**src/rtl/status_register_unit_pkg.sv**
```systemverilog
// Shared definitions for the status register unit: NZCV bit positions in the
// packed register layout and the shadow save/restore FSM encoding.
package status_register_unit_pkg;

    localparam int STATUS_LEN   = 4;
    localparam int STATUS_Z_BIT = 3;
    localparam int STATUS_C_BIT = 2;
    localparam int STATUS_N_BIT = 1;
    localparam int STATUS_V_BIT = 0;

    typedef logic [STATUS_LEN-1:0] status_t;

    typedef enum logic {
        SHADOW_NORMAL = 1'b0,
        SHADOW_SAVED  = 1'b1
    } shadow_state_t;

endpackage

```
**src/rtl/status_register_unit_flag_gen.sv**
```systemverilog
// Combinational NZCV generation from execute-stage ALU outputs, packed {Z,C,N,V}.
// Zero latency; no flow control.
module status_register_unit_flag_gen
    import status_register_unit_pkg::*;
#(
    parameter int WORD_LEN = 32
) (
    input  logic [WORD_LEN-1:0] alu_result,
    input  logic                alu_carry,
    input  logic                alu_overflow,
    input  logic                logical_op,
    input  logic                cur_v,
    output status_t             flags
);

    always_comb begin
        flags               = '0;
        flags[STATUS_Z_BIT] = (alu_result == '0);
        flags[STATUS_C_BIT] = alu_carry;
        flags[STATUS_N_BIT] = alu_result[WORD_LEN-1];
        // Logical/move instructions leave V untouched.
        flags[STATUS_V_BIT] = logical_op ? cur_v : alu_overflow;
    end

endmodule

```
**src/rtl/status_register_unit.sv**
```systemverilog
// Architectural NZCV register with stall/flush gating and a one-deep shadow slot.
// Flags land one edge after the update cycle (status_next forwards them same-cycle); no backpressure.
module status_register_unit
    import status_register_unit_pkg::*;
#(
    parameter int WORD_LEN = 32
) (
    input  logic                  clk,
    input  logic                  rst,
    input  logic                  exe_valid,
    input  logic                  exe_stall,
    input  logic                  exe_flush,
    input  logic                  cond_pass,
    input  logic                  s_bit,
    input  logic                  logical_op,
    input  logic [WORD_LEN-1:0]   alu_result,
    input  logic                  alu_carry,
    input  logic                  alu_overflow,
    input  logic                  save_req,
    input  logic                  restore_req,
    output logic [STATUS_LEN-1:0] status_register,
    output logic [STATUS_LEN-1:0] status_next,
    output logic                  shadow_valid,
    output logic                  seq_error
);

    shadow_state_t state, state_nxt;
    status_t       shadow, shadow_nxt;
    status_t       flags;
    status_t       upd_val;
    logic          upd;
    logic          err_nxt;

    status_register_unit_flag_gen #(
        .WORD_LEN (WORD_LEN)
    ) u_flag_gen (
        .alu_result   (alu_result),
        .alu_carry    (alu_carry),
        .alu_overflow (alu_overflow),
        .logical_op   (logical_op),
        .cur_v        (status_register[STATUS_V_BIT]),
        .flags        (flags)
    );

    assign upd     = exe_valid & ~exe_stall & ~exe_flush & cond_pass & s_bit;
    assign upd_val = upd ? flags : status_register;

    // Restore outranks the update; a save captures the post-update value.
    always_comb begin
        state_nxt   = state;
        shadow_nxt  = shadow;
        status_next = upd_val;
        err_nxt     = 1'b0;
        if (save_req && restore_req) begin
            err_nxt = 1'b1;
        end else if (restore_req) begin
            if (state == SHADOW_SAVED) begin
                status_next = shadow;
                state_nxt   = SHADOW_NORMAL;
            end else begin
                err_nxt = 1'b1;
            end
        end else if (save_req) begin
            if (state == SHADOW_NORMAL) begin
                shadow_nxt = upd_val;
                state_nxt  = SHADOW_SAVED;
            end else begin
                err_nxt = 1'b1;
            end
        end
    end

    always_ff @(posedge clk or posedge rst) begin
        if (rst) begin
            state           <= SHADOW_NORMAL;
            shadow          <= '0;
            status_register <= '0;
            seq_error       <= 1'b0;
        end else begin
            state           <= state_nxt;
            shadow          <= shadow_nxt;
            status_register <= status_next;
            seq_error       <= err_nxt;
        end
    end

    assign shadow_valid = (state == SHADOW_SAVED);

endmodule

```
**config.mk**
```make
export PLATFORM = sky130hd
export DESIGN_NAME = status_register_unit
export DESIGN_NICKNAME = d
export VERILOG_FILES = /design/src/rtl/status_register_unit_pkg.sv /design/src/rtl/status_register_unit_flag_gen.sv /design/src/rtl/status_register_unit.sv
export SDC_FILE = /design/constraint.sdc
export NUM_CORES = 1
export LEC_CHECK = 0
export ABC_CLOCK_PERIOD_IN_PS = 3200
export CAP_MARGIN = 20
export CORE_MARGIN = 2
export CORE_UTILIZATION = 34
export CTS_BUF_LIST = sky130_fd_sc_hd__clkbuf_8
export CTS_CLUSTER_DIAMETER = 150
export DETAILED_ROUTE_END_ITERATION = 8
export GPL_TIMING_DRIVEN = 0
export PLACE_DENSITY = 0.89
export SYNTH_ARGS = -nofsm -noshare
export SYNTH_HDL_FRONTEND = slang
export SYNTH_SLANG_ARGS = --single-unit
```
**constraint.sdc**
```tcl
create_clock -name clk -period 3.2 [get_ports clk]
set_input_delay 0.64 -clock clk [delete_from_list [all_inputs] [get_ports clk]]
set_output_delay 0.64 -clock clk [all_outputs]
set_load 0.02 [all_outputs]
```
==> qor.csv, run 1 <==
stage,metric,value,unit
outcome,status,finished clean,
worst_setup_path,CP max-delay cell,clkdlybuf4s50_1,
worst_setup_path,CP Capture Type,output pin,
synthesis,synthesized cell area,598,um^2
cts,clock buffer count from CTS,3,
placement,hpwl dp,1580,um
hold_path,hold path cells,2,
sta,RSZ-0062 raised after global routing,no,
pwr,leakage,0.000525,uW
sta,Max Clock Freq,342,MHz
final_layout,layout cells sized above 1,0.155,
synthesis,area share of fa/ha/maj cells after synthesis,0.0418,
synthesis,Post-Synthesis Net Count,102,
sta,Worst Max-Slew Pin Slew,358,ps
worst_setup_path,Startpoint Class,input port,
route,DRC,0,
worst_setup_path,Crit Path Class,in -> out,
placement,routability cong.,0.683,
synthesis,mux contribution to synthesized area,0.0690,
global_route,first-pass GRT wire length,2560,um
sta,final number of hold-violating endpoints,0,
sta,WHS,485,ps
synthesis,Synth Flop Type,dfrtp_1,
final_layout,Final Util,0.734,
pwr,clock group share of total power,0.239,
pwr,Sequential Power Share,0.308,
worst_setup_path,"slowest stage delay, CP",440,ps
floorplan,FP Rows,15,
placement,Port Buffer Count,53,
floorplan,# IOs,54,
synthesis,Synth area leaders,"dfrtp_1, nor4_1, mux2i_1",
pwr,sw power,198,uW
floorplan,Core Area,1690,um^2
synthesis,post-synthesis cell count,56,
pwr,Switching Share,0.313,
worst_setup_path,CP required,2560,ps
route,routed vias,676,
sta,clock skew,0.481,ps
sta,crit share post-route,0.913,
floorplan,Die X,45.9,um
synthesis,Synth Area in Compound Gates,0.128,
run,max-cap violation count,0,
route,final wirelength,1920,um
final_layout,Ant. Diodes,0,
route,post-route antenna net violation count,0,
worst_setup_path,critical path arrival,2280,ps
pwr,Pint,435,uW
hold_path,Hold Path End,shadow[0]$_DFFE_PP0P_,
floorplan,die area,2110,um^2
route,drt first-iter violations,8,
cts,clk_lat worst skew,230,ps
worst_setup_path,CP Cell Sequence,clkdlybuf4s50_1 -> nor4_4 -> nand4_1 -> nor3_2 -> o22a_1 -> dlygate4sd2_1,
synthesis,number of synthesized flops with an enable pin,0,
placement,dpl ws,-99.7,ps
global_route,GRT Resource Usage Total,0.172,
hold_path,Worst Hold Class,reg -> reg,
floorplan,Die H,45.9,um
synthesis,Synth Area in XOR/XNOR,0,
synthesis,top post-synthesis cells by count,"dfrtp_1, nand2_1, nor4_1",
sta,Slew HR,0.761,
synthesis,synthesis-stage register bit count,10,
sta,final max-slew violation count,0,
synthesis,synth unique cells,25,
pwr,combinational share of power,0.453,
final_layout,area delta synth->final,107,%
route,DR vias/cell,5.08,
final_layout,Nets,163,
sta,final worst setup slack,279,ps
worst_setup_path,r2r setup slk,2000,ps
synthesis,post-synthesis sequential area ratio,0.418,
synthesis,Synthesis Warnings,0,
sta,Final setup viols,0,
worst_setup_path,crit path max fanout,2,
global_route,initial antenna violation count,0,
sta,Final min period,2920,ps
route,total iterations of the first detailed-routing run,5,
cts,CTS max path bufs,2,
floorplan,Initial Utilization,0.354,
cts,H-tree depth,1,
synthesis,top-count cell post-synth,dfrtp_1,
synthesis,cell taking the most area after synthesis,dfrtp_1,
synthesis,simple-gate share of the synthesized area,0.305,
pwr,post-layout power,633,uW
cts,clk root buf,clkbuf_8,
worst_setup_path,reg2reg end,shadow[3]$_DFFE_PP0P_,
synthesis,"Avg Cell Area, Syn",10.7,um^2
synthesis,"Async S/R FF share, synth",1.00,
cts,clk sinks,10,
worst_setup_path,Register-to-Register Path Depth,4,
worst_setup_path,r2r startpoint,shadow_valid$_DFFE_PP0P_,
global_route,vias in the first global route,604,
route,routed len/inst,14.4,um
hold_path,hold_sp,shadow[0]$_DFFE_PP0P_,
pwr,power density over the cells,511,nW/um^2
synthesis,share of the synthesized area in the top cell type,0.418,
cts,CTS tree,built,
global_route,GRT overflow,0,
global_route,largest net degree at the start of global routing,11,
synthesis,largest family of logic cells by synthesized area,simple AND/OR/NAND/NOR gates,
sta,Fin Setup TNS,0,ps
cts,"Clk pin slew, worst setup/hold paths",50,ps
pwr,Peak VDD IR,0.000307,V
[repair_timing]
| item | 4_1_cts | 5_1_grt |
|---|---|---|
| buffers inserted | 3 | 0 |
| resized for setup | 2 | 3 |
| setup endpoints to repair | 1 | 3 |
| pin swaps | 0 | 0 |
| hold buffers | 0 | 0 |
[critical path, delay by kind of cell]
family | cells | cell delay (ps)
AOI/OAI and AO/OA | 1 | 170
and+or+nand+nor | 3 | 690
buffers and inverters | 2 | 780
[flip-flops by register name, summed over array words and instances (netlist names)]
name             cells
seq_error            1
shadow               4
shadow_valid         1
status_register      4
[cells by family after synthesis]
group | Yosys count
buffers and inverters | 5
and+or+nand+nor | 24
adders and majority gates | 2
muxes | 4
DFF | 10
AOI/OAI and AO/OA | 11
[per-layer routing]
layer | track usage | share of wire | vias up
li1 | - | - | 327
met1 | 0.169 | 0.35 | 306
met2 | 0.331 | 0.50 | 43
met3 | 0.0476 | 0.15 | 0
met4 | 0.0686 | 0 | 0
met5 | 0 | 0 | -
[area by class of cell]
| class | count | area, um^2 |
|---|---|---|
| well taps | 17 | 21.3 |
| inverters | 3 | 11.3 |
| fillers | 119 | 449 |
| flip-flops and latches | 10 | 250 |
| repair buffers | 56 | 559 |
| plain buffers | 2 | 11.3 |
| multi-input cells | 41 | 332 |
| clock buffers | 4 | 55.1 |
[layout by cell type (no fill, tap or decap), types with 4 or more instances in the layout]
| cell type | count |
|---|---|
| clkdlybuf4s50_1 | 49 |
| dfrtp_1 | 10 |
| nand2_1 | 5 |
| o21ai_0 | 4 |
| nor4_1 | 4 |
| buf_4 | 4 |
| clkbuf_8 | 4 |
[through the flow]
stage	instances	cell area, um^2
after floorplan	56	598
final	133	1240
after global routing	133	1240
after CTS	133	1230
after detailed placement	126	1150
after global placement	126	1150
[worst max path at each step]
stage	startpoint	cells after the start	end
6_report	alu_result[17]	6	status_next[3]
3_5_place_dp	save_req	6	status_next[3]
2_1_floorplan	save_req	4	status_next[3]
5_1_grt	alu_result[5]	6	status_next[3]
3_3_place_gp	save_req	6	status_next[3]
4_1_cts	save_req	6	status_next[2]
[power groups by stage]
stage                     registers, uW  logic (uW)  clock network, uW
after detailed placement            197         290                  0
after CTS                           195         292                156
final                               195         287                152
after global placement              194         284                  0
after global routing                200         306                162
after floorplan                     216         107                  0
(Power assumes the default switching activity.)
==> run 2: changes to the inputs <==
--- a/config.mk
+++ b/config.mk
@@ -14,6 +14,7 @@
 export DETAILED_ROUTE_END_ITERATION = 8
 export GPL_TIMING_DRIVEN = 0
 export PLACE_DENSITY = 0.89
+export RECOVER_POWER = 25
 export SYNTH_ARGS = -nofsm -noshare
 export SYNTH_HDL_FRONTEND = slang
 export SYNTH_SLANG_ARGS = --single-unit
==> run 2 against run 1 <==
Compared with the run above: register-to-register slack hardly changed; via count stayed put; clock skew stayed put; critical path depth stayed put; utilization stayed put; non-clock buffer count stayed put; design area stayed put.
==> qor.csv, run 2 (synthesized netlist as in run 1, its figures left out) <==
stage,metric,value,unit
global_route,vias in the first global route,604,
global_route,first-pass GRT wire length,2560,um
sta,Max Clock Freq,342,MHz
cts,clk root buf,clkbuf_8,
sta,crit share post-route,0.913,
cts,CTS Hold Bufs,0,
final_layout,Fillers,119,
final_layout,Seq. cell area,250,um^2
route,final wirelength,1920,um
global_route,initial antenna violation count,0,
final_layout,Final Util,0.734,
placement,Port Buffer Count,53,
floorplan,Initial Utilization,0.354,
cts,clock buffer count from CTS,3,
final_layout,Nets,163,
cts,clk_lat worst skew,230,ps
final_layout,Largest regs,"shadow (4), status_register (4)",
pwr,leakage,0.000526,uW
final_layout,layout cells sized above 1,0.155,
global_route,GRT Resource Usage Total,0.172,
sta,final worst setup slack,279,ps
hold_path,Worst Hold Class,reg -> reg,
route,DRC,0,
route,routed len/inst,14.4,um
cts,clk sinks,10,
final_layout,"non-filler cells, final",133,
sta,Final min period,2920,ps
sta,Worst Max-Slew Pin Slew,358,ps
floorplan,# IOs,54,
sta,final max-slew violation count,0,
floorplan,Die H,45.9,um
route,drt first-iter violations,8,
sta,RSZ-0062 raised after global routing,no,
final_layout,area of the multi-input gates,332,um^2
sta,final number of hold-violating endpoints,0,
pwr,power density over the cells,511,nW/um^2
placement,dpl ws,-99.7,ps
cts,H-tree depth,1,
placement,placed insts,126,
worst_setup_path,crit path max fanout,2,
route,total iterations of the first detailed-routing run,5,
cts,CTS tree,built,
sta,WHS,485,ps
worst_setup_path,critical path arrival,2280,ps
floorplan,Core Area,1690,um^2
route,post-route antenna net violation count,0,
placement,hpwl dp,1580,um
final_layout,most frequent cells in the layout,"clkdlybuf4s50_1, dfrtp_1, nand2_1",
final_layout,area delta synth->final,107,%
floorplan,die area,2110,um^2
worst_setup_path,CP Capture Type,output pin,
floorplan,FP Rows,15,
final_layout,"commonest non-fill, non-tap cell in the layout",clkdlybuf4s50_1,
run,max-cap violation count,0,
pwr,Peak VDD IR,0.000307,V
worst_setup_path,Startpoint Class,input port,
sta,Fin Setup TNS,0,ps
worst_setup_path,CP required,2560,ps
global_route,GRT overflow,0,
sta,Slew HR,0.761,
sta,clock skew,0.481,ps
floorplan,Die X,45.9,um
final_layout,Ant. Diodes,0,
cts,CTS max path bufs,2,
outcome,status,finished clean,
cts,"Clk pin slew, worst setup/hold paths",50,ps
sta,Final setup viols,0,
worst_setup_path,Crit Path Class,in -> out,
route,routed vias,676,
global_route,largest net degree at the start of global routing,11,
route,DR vias/cell,5.08,
placement,routability cong.,0.683,
-- run 2: power by group --
group,switching (uW),internal (uW)
sequential,24.7,170
combinational,129,157
clock,43.9,108
total,198,435
-- run 2: worst max-delay path: stages --
cell and delay (ps):
clkdlybuf4s50_1 440, nor4_4 280, nand4_1 140, nor3_2 270, o22a_1 170, dlygate4sd2_1 340
-- run 2: path summary, 6_finish.rpt --
check | from | slack, ps | endpoint | cells after the start
worst min register to register | shadow[0]$_DFFE_PP0P_ | 480 | shadow[0]$_DFFE_PP0P_ | 2
worst max-delay path | alu_result[17] | 280 | status_next[3] | 6
worst min-delay path | shadow[0]$_DFFE_PP0P_ | 480 | shadow[0]$_DFFE_PP0P_ | 2
min in group asynchronous | rst | 810 | shadow_valid$_DFFE_PP0P_ | 2
worst max register to register | shadow_valid$_DFFE_PP0P_ | 2000 | shadow[3]$_DFFE_PP0P_ | 4
max in group asynchronous | rst | 2130 | status_register[3]$_DFF_PP0_ | 2
-- run 2: area by class of cell --
cell class | instances | share of cell area
Timing Repair Buffer | 56 | 0.451
Multi-Input combinational cell | 41 | 0.267
Sequential cell | 10 | 0.202
Clock buffer | 4 | 0.0444
Tap cell | 17 | 0.0172
Buffer | 2 | 0.00908
Inverter | 3 | 0.00908
-- run 2: per-stage QoR --
stage,instance area [um^2],power (uW)
floorplan,598,323
global placement,1150,478
detailed placement,1150,487
CTS,1230,643
global route,1240,668
finish,1240,633
-- run 2: per-layer routing --
layer / wire length [um] / GRT usage
met2: 948 / 0.331
met1: 680 / 0.169
met3: 288 / 0.0476
met4: 0 / 0.0686
met5: 0 / 0
-- run 2: what timing repair did --
| action | in CTS | in global routing |
|---|---|---|
| buffers inserted | 3 | 0 |
| setup endpoints to repair | 1 | 3 |
| resized for setup | 2 | 3 |
==> run 3: changes to the inputs <==
--- a/config.mk
+++ b/config.mk
@@ -7,7 +7,6 @@
 export LEC_CHECK = 0
 export ABC_CLOCK_PERIOD_IN_PS = 3200
 export CAP_MARGIN = 20
-export CORE_MARGIN = 2
 export CORE_UTILIZATION = 34
 export CTS_BUF_LIST = sky130_fd_sc_hd__clkbuf_8
 export CTS_CLUSTER_DIAMETER = 150
==> run 3 against run 2 <==
Compared with the run above: the flow now finishes with violations (design-rule violations); setup slack worse by 200 ps; clock skew up 0.94 ps; critical path depth stayed put; die area decreased by 8.5%.
==> qor.csv, run 3 (synthesized netlist as in run 1, its figures left out) <==
stage,metric,value,unit
sta,Slew HR,0.758,
pwr,combinational share of power,0.458,
global_route,vias in the first global route,707,
cts,"Clk pin slew, worst setup/hold paths",40,ps
route,final wirelength,1970,um
pwr,sw power,199,uW
sta,RSZ-0062 raised after global routing,no,
pwr,Pint,435,uW
worst_setup_path,CP Capture Type,output pin,
route,total iterations of the first detailed-routing run,6,
route,post-route antenna net violation count,0,
outcome,violated checks,design-rule violations,
floorplan,FP Rows,14,
route,routed vias,678,
worst_setup_path,Startpoint Class,input port,
worst_setup_path,CP required,2560,ps
pwr,Switching Share,0.314,
final_layout,area delta synth->final,104,%
hold_path,Worst Hold Class,reg -> reg,
sta,clock skew,1.42,ps
sta,crit share post-route,0.974,
floorplan,Die X,43.9,um
global_route,GRT overflow,0,
route,DRC,8,
floorplan,die area,1930,um^2
run,max-cap violation count,0,
pwr,Sequential Power Share,0.306,
cts,CTS tree,built,
sta,final max-slew violation count,0,
global_route,largest net degree at the start of global routing,11,
final_layout,Fillers,101,
cts,clk sinks,10,
floorplan,Core Area,1580,um^2
sta,Final setup viols,0,
placement,Port Buffer Count,53,
worst_setup_path,crit path max fanout,4,
sta,Final min period,3120,ps
sta,Max Clock Freq,321,MHz
final_layout,"commonest non-fill, non-tap cell in the layout",clkdlybuf4s50_1,
cts,clock buffer count from CTS,3,
pwr,power density over the cells,519,nW/um^2
final_layout,Nets,162,
final_layout,Final Util,0.775,
sta,final number of hold-violating endpoints,0,
pwr,leakage,0.000513,uW
final_layout,layout cells sized above 1,0.139,
final_layout,Largest regs,"shadow (4), status_register (4)",
final_layout,area of the multi-input gates,325,um^2
placement,hpwl dp,1610,um
cts,CTS max path bufs,2,
floorplan,Initial Utilization,0.379,
final_layout,Ant. Diodes,0,
floorplan,# IOs,54,
final_layout,Seq. cell area,250,um^2
final_layout,post-route design area,1220,um^2
pwr,clock group share of total power,0.236,
route,DR vias/cell,5.18,
route,routed len/inst,15.0,um
cts,clk root buf,clkbuf_8,
placement,Area after DPL,1150,um^2
worst_setup_path,critical path arrival,2480,ps
floorplan,Die H,43.9,um
worst_setup_path,Crit Path Class,in -> out,
cts,clk_lat worst skew,230,ps
global_route,GRT Resource Usage Total,0.220,
sta,Worst Max-Slew Pin Slew,363,ps
pwr,Peak VDD IR,0.000607,V
route,drt first-iter violations,15,
cts,H-tree depth,1,
final_layout,most frequent cells in the layout,"clkdlybuf4s50_1, dfrtp_1, nand2_1, nor4_1",
global_route,first-pass GRT wire length,3000,um
outcome,status,"finished, violations left",
placement,routability cong.,0.737,
global_route,initial antenna violation count,0,
run 3: cell count changes in the layout (fill, tap and decap cells not counted):
cell | before | now
buf_4 | 4 | 3
clkdlybuf4s50_1 | 48 | 49
dlymetal6s2s_1 | 3 | 2
nor4_2 | 3 | 2
nor4_1 | 4 | 5
run 3: per-layer routing:
layer | track usage | wire, um | up-vias
li1 | - | - | 326
met1 | 0.220 | 714 | 317
met2 | 0.391 | 995 | 33
met3 | 0.100 | 244 | 2
met4 | 0.0909 | 15 | 0
met5 | 0 | 0 | -
run 3: worst paths after layout:
kind	startpoint	slack (ps)	to	cells past startpoint
max	save_req	80	status_next[1]	6
min	shadow[0]$_DFFE_PP0P_	500	shadow[0]$_DFFE_PP0P_	2
max reg2reg	shadow_valid$_DFFE_PP0P_	1980	shadow[3]$_DFFE_PP0P_	4
min reg2reg	shadow[0]$_DFFE_PP0P_	500	shadow[0]$_DFFE_PP0P_	2
max in group asynchronous	rst	2120	status_register[0]$_DFF_PP0_	2
min in group asynchronous	rst	820	status_register[1]$_DFF_PP0_	2
run 3: stage by stage:
stage,worst slack (ps),std cells,TNS [ps],total power [uW],hold slack [ps]
CTS,77.0,131,0,643,487
detailed placement,-116,125,-116,488,472
floorplan,1030,56,0,323,451
finish,83.6,131,0,634,496
global placement,-70.1,125,-70.1,480,466
global route,12.7,131,0,667,510
run 3: timing repair:
action,4_1_cts,5_1_grt
hold endpoints to repair,0,0
pin swaps,0,0
resized for setup,1,2
hold buffers,0,0
endpoints found under the setup margin,1,2
setup buffers,2,0
run 3: power groups by stage:
stage                     Combinational, uW  Clock (uW)  Sequential, uW
final                                   290         150             194
after detailed placement                292           0             196
after global routing                    307         162             198
after global placement                  286           0             194
after floorplan                         107           0             216
after CTS                               293         156             194
run 3: layout make-up:
| class | count | share of cell area |
|---|---|---|
| Buffer | 2 | 0.00921 |
| Clock buffer | 4 | 0.0450 |
| Inverter | 3 | 0.00921 |
| Multi-Input combinational cell | 41 | 0.266 |
| Sequential cell | 10 | 0.205 |
| Tap cell | 16 | 0.0164 |
| Timing Repair Buffer | 55 | 0.449 |
run 3: worst max-delay path: stages:
cell and delay [ps]:
clkdlybuf4s50_1 460, ha_1 220, nand3b_1 190, buf_4 170
a21oi_1 160, clkdlybuf4s50_1 640
